$ cat src/rtl/slave_serial_port.sv
// slave_serial_port: serial bus slave that deserialises address/burst/data and bridges to a simple synchronous memory port
module slave_serial_port #(
   parameter int ADDR_LEN        = 12,
   parameter int DATA_LEN        = 8,
   parameter int BURST_LEN       = 12,
   parameter int SPLIT_THRESHOLD = 8
) (
   input  logic                clk,
   input  logic                reset,
   input  logic                read_en,
   input  logic                write_en,
   input  logic                master_valid,
   input  logic                master_ready,
   input  logic                rx_address,
   input  logic                rx_data,
   input  logic                rx_burst,
   input  logic [5:0]          slave_delay,
   input  logic [DATA_LEN-1:0] mem_rdata,
   output logic                slave_ready,
   output logic                slave_valid,
   output logic                tx_data,
   output logic                split_en,
   output logic [ADDR_LEN-1:0] mem_addr,
   output logic [DATA_LEN-1:0] mem_wdata,
   output logic                mem_we,
   output logic                mem_re
);
   localparam int AB = ADDR_LEN > BURST_LEN ? ADDR_LEN : BURST_LEN;
   localparam int ML = AB > DATA_LEN ? AB : DATA_LEN;
   localparam int CW = $clog2(ML + 1);
   localparam logic [CW-1:0] A_END = CW'(AB - 1);
   localparam logic [CW-1:0] D_END = CW'(DATA_LEN - 1);
   localparam logic [CW-1:0] A_LEN = CW'(ADDR_LEN);
   localparam logic [CW-1:0] B_LEN = CW'(BURST_LEN);
   localparam logic [5:0]    SPLIT = 6'(SPLIT_THRESHOLD);

   typedef enum logic [2:0] {IDLE, ADDR, WDATA, WCOMMIT, WAIT, RFETCH, RSEND} state_t;
   state_t state, nxt;

   logic                 rd;
   logic [CW-1:0]        cnt;
   logic [BURST_LEN-1:0] burst, beat;
   logic [5:0]           wcnt;
   logic [DATA_LEN-1:0]  rbuf;
   logic                 start, shift_a, adv, last_beat;

   assign start     = state == IDLE && master_valid && (read_en ^ write_en);
   assign shift_a   = start || (state == ADDR && master_valid);
   assign adv       = shift_a || (state == WDATA && master_valid) || (state == RSEND && master_ready);
   // a burst value of zero still moves one beat
   assign last_beat = beat == (burst == '0 ? '0 : burst - 1'b1);
   assign tx_data   = rbuf[0];

   always_comb begin
      nxt = state;
      case (state)
         IDLE:    nxt = start ? ADDR : IDLE;
         ADDR:    if (master_valid && cnt == A_END) nxt = !rd ? WDATA : slave_delay == '0 ? RFETCH : WAIT;
         WDATA:   if (master_valid && cnt == D_END) nxt = WCOMMIT;
         WCOMMIT: nxt = last_beat ? IDLE : WDATA;
         WAIT:    nxt = wcnt == '0 ? RFETCH : WAIT;
         RFETCH:  nxt = RSEND;
         RSEND:   if (master_ready && cnt == D_END) nxt = last_beat ? IDLE : RFETCH;
         default: nxt = IDLE;
      endcase
   end

   always_ff @(posedge clk or posedge reset) begin
      if (reset) begin
         state       <= IDLE;
         rd          <= 1'b0;
         cnt         <= '0;
         burst       <= '0;
         beat        <= '0;
         wcnt        <= '0;
         rbuf        <= '0;
         mem_addr    <= '0;
         mem_wdata   <= '0;
         slave_ready <= 1'b0;
         slave_valid <= 1'b0;
         split_en    <= 1'b0;
         mem_we      <= 1'b0;
         mem_re      <= 1'b0;
      end else begin
         state       <= nxt;
         slave_ready <= nxt == IDLE || nxt == ADDR || nxt == WDATA;
         slave_valid <= nxt == RSEND;
         split_en    <= nxt == WAIT && slave_delay >= SPLIT;
         mem_we      <= nxt == WCOMMIT;
         mem_re      <= nxt == RFETCH;
         if (start) begin
            rd   <= read_en;
            beat <= '0;
         end
         if (adv) cnt <= (nxt != state && state != IDLE) ? '0 : cnt + 1'b1;
         // each field fills LSB-first and stops once its own width is reached
         if (shift_a && cnt < A_LEN) mem_addr <= {rx_address, mem_addr[ADDR_LEN-1:1]};
         if (shift_a && cnt < B_LEN) burst <= {rx_burst, burst[BURST_LEN-1:1]};
         if (state == ADDR && nxt == WAIT) wcnt <= slave_delay - 1'b1;
         if (state == WAIT) wcnt <= wcnt - 1'b1;
         if (state == WDATA && master_valid) mem_wdata <= {rx_data, mem_wdata[DATA_LEN-1:1]};
         if (state == RFETCH) rbuf <= mem_rdata;
         if (state == RSEND && master_ready) rbuf <= rbuf >> 1;
         if (state == WCOMMIT || (state == RSEND && nxt != RSEND)) begin
            mem_addr <= mem_addr + 1'b1;
            beat     <= beat + 1'b1;
         end
      end
   end
endmodule
$ cat config.mk
export PLATFORM = sky130hd
export DESIGN_NAME = slave_serial_port
export DESIGN_NICKNAME = d
export VERILOG_FILES = /design/src/rtl/slave_serial_port.sv
export SDC_FILE = /design/constraint.sdc
export NUM_CORES = 1
export LEC_CHECK = 0
export ABC_AREA = 1
export CAP_MARGIN = 10
export CORE_ASPECT_RATIO = 1.75
export CORE_MARGIN = 10
export CORE_UTILIZATION = 35
export DETAILED_ROUTE_END_ITERATION = 16
export PLACE_DENSITY = 0.58
export SLEW_MARGIN = 0
export SYNTH_ARGS = -nofsm -noshare
export SYNTH_HDL_FRONTEND = slang
export SYNTH_SLANG_ARGS = --single-unit
export TNS_END_PERCENT = 50
$ cat constraint.sdc
create_clock -name clk -period 2.98 [get_ports clk]
set_clock_uncertainty 0.15 [all_clocks]
set_input_delay 0.596 -clock clk [delete_from_list [all_inputs] [get_ports clk]]
set_output_delay 0.596 -clock clk [all_outputs]
set_load 0.01 [all_outputs]
==> flow_summary.toml <==
[logic_synthesis]
ys_warn_count = 0
synthCells = 572
yosysSeqAreaShare_pct = 42.2
ys_top_cells_by_count = "nand2_1, inv_1, dfrtp_1"
synth_seq_cells = 71
synth_edf_count = 0
synth_nets = 600
synthFlopType = "dfrtp_1"
yosys-top-cells-area = "dfrtp_1, nand2_1, inv_1"
synth.largest_area_cell = "dfrtp_1"
async_flop_share_pct = 100
synth_top_area_share_pct = 42.2
avgSynthCellArea_um2 = 7.37
syn_area_um2 = 4210
synth_most_common_cell = "nand2_1"
yosysUniqueCellTypes = 35

[sta]
setup_viol = 0
min_period_over_period_pct = 88.4
rsz0062_at_grt = "false"
timing.fmax_mhz = 380
finalCriticalPeriod_ns = 2.63
finalSetupTns_ns = 0
finalHoldViolCount = 0
worstMarginPinSlew_ns = 0.521
final_max_slew_viol_count = 0
relSlewSlack_pct = 65.0

[detailed_routing]
first_pass_iters = 4
drt_wl_total_um = 10700
ant_nets = 0
vias = 3916
drc_errors = 0
drt_iter0_markers = 220
post_drt_wl_per_cell_um = 13.9
detail_route.vias_per_cell = 5.09

[critical_path]
reg2reg_depth = 18
cp_max_fo = 7
worst-r2r-setup-slack_ns = 0.35
startpoint_type = "flop"
crit_end = "wcnt[1]"
r2r-start = "burst[0]"
r2r-end = "wcnt[1]"
worstPathRequired_ns = 3.10
endpoint_kind = "flop"
path_class = "reg -> reg"
arrival_ns = 2.75
crit_path_start = "burst[0]"

[status]
outcome = "completed"

[run]
drv_cap = 0

[place]
placed_area_um2 = 4890
port_buffers = 48
dp_hpwl_um = 8300
gp_congestion = 0.881

[hold_path]
hold_class = "reg -> reg"

[grt]
grt_pass1_vias = 3893
track_usage_pct = 13.3
grt_max_degree = 72
grt_pass1_wl_um = 18000
grt_overflow = 0
antenna_found_initial = 0

[clock_tree]
cts_max_level = 3
clk_pin_slew_ns = 0.06
hold_buffers = 0
postCtsSetupRepairBufs = 0
cts_buffer_depth = 2
cts_made_buffers = 9
cts_tree = "yes"
cts_sinks = 71
clk_latency_ns = 0.33
post_cts_resized = 0
root_buffer = "clkbuf_16"

[finish]
nets = 656
n_fill_cell = 1208
syn2layout_area_growth_pct = 24.2
final_core_util_pct = 43.8
antenna_cells = 0
drive_above_1_share_pct = 7.90
design_area_um2 = 5230

[power_and_ir_drop]
p_per_area_nw_per_um2 = 1080
power_mw = 5.68
vdd_ir_drop_max_uv = 549
leakagePower_nw = 2.56

[die]
rows = 53
initial_core_util_pct = 35.3
core_region_area_um2 = 11900
pin_count = 49
die_y_um = 165
die-area_um2 = 17000
die_w_um = 103
[power breakdown]
part / switching [mW] / total [mW] / internal (mW) / leakage [nW]
sequential: 0.356 / 1.67 / 1.32 / 0.938
combinational: 1.71 / 2.84 / 1.13 / 1.46
clock: 0.405 / 1.16 / 0.755 / 0.156
[worst max-delay path, cell delays in order, from the launching register on]
cell and delay, ns:
dfrtp_1 0.40, inv_2 0.10, ha_1 0.19, nand2_2 0.09
nor2_4 0.18, o211ai_1 0.20, nand2_1 0.13, nand2_1 0.06
nand2_1 0.06, nand2_1 0.05, nor2_1 0.11, nand2_1 0.10
nand2_1 0.14, nand4_2 0.18, nor2_4 0.14, nand2_4 0.09
nand2_4 0.10, nand2_1 0.06, nand2_1 0.05
[worst min-delay path by stage]
stage | from | end | slack, ns | cells past startpoint
after floorplan | wcnt[0] | wcnt[0] | 0.32 | 2
after global placement | mem_wdata[0] | mem_wdata[0] | 0.31 | 2
after detailed placement | mem_wdata[0] | mem_wdata[0] | 0.32 | 2
after CTS | mem_wdata[0] | mem_wdata[0] | 0.34 | 2
after global routing | mem_wdata[0] | mem_wdata[0] | 0.36 | 2
final | mem_wdata[0] | mem_wdata[0] | 0.33 | 2
[kinds of logic (layout without fill, tap and decap cells)]
group           Yosys count  count (layout)  share of synthesized area (%)
xor+xnor                 17              17                           3.53
simple gates            307             307                           32.4
compound gates           68              68                           10.3
fa+ha+maj                 5               5                           1.49
flops                    71              71                           42.2
buf+inv                 101             162                           9.39
mux                       3               3                          0.713
[area by class of cell]
class                           count  area (um^2)  share of cell area [%]
Inverter                           88          330                    6.31
Tap cell                          137          171                    3.28
Sequential cell                    71         1780                    33.9
Timing Repair Buffer               58          568                    10.9
Multi-Input combinational cell    400         2060                    39.4
Clock buffer                       11          243                    4.64
Clock inverter                      5         81.3                    1.55
[metrics by stage]
step | cells | setup WS (ns) | hold WS (ns)
global placement | 754 | 0.215 | 0.310
global route | 770 | 0.00802 | 0.364
CTS | 770 | 0.248 | 0.339
finish | 770 | 0.346 | 0.330
detailed placement | 754 | 0.160 | 0.324
floorplan | 572 | 0.437 | 0.318
[sequential cells by signal, indices dropped and copies added, names as in the netlist, 3 cells and up]
signal	flops
state	3
burst	12
cnt	4
mem_wdata	8
rbuf	8
beat	12
wcnt	6
mem_addr	12
[placed cells by master, fill, tap and decap left out, types with 4 or more instances in the layout]
cell type,count
a21oi_1,9
buf_4,9
clkbuf_16,9
clkdlybuf4s50_1,48
dfrtp_1,71
ha_1,5
inv_1,84
inv_2,4
nand2_1,165
nand2_2,4
nand3_1,56
nand4_1,12
nor2_1,41
nor2_2,4
nor3_1,7
nor4_1,4
o211ai_1,8
o21ai_0,24
o221ai_1,11
o22ai_1,6
o32ai_1,5
xor2_1,15
[metal layers]
layer	global-route usage (%)	share of wire, %	vias to the layer above
li1	-	-	1976
met1	13.9	38	1848
met2	24.0	55	68
met3	3.04	3.4	24
met4	6.10	3.3	0
met5	0	0	-
(Power assumes the default switching activity.)
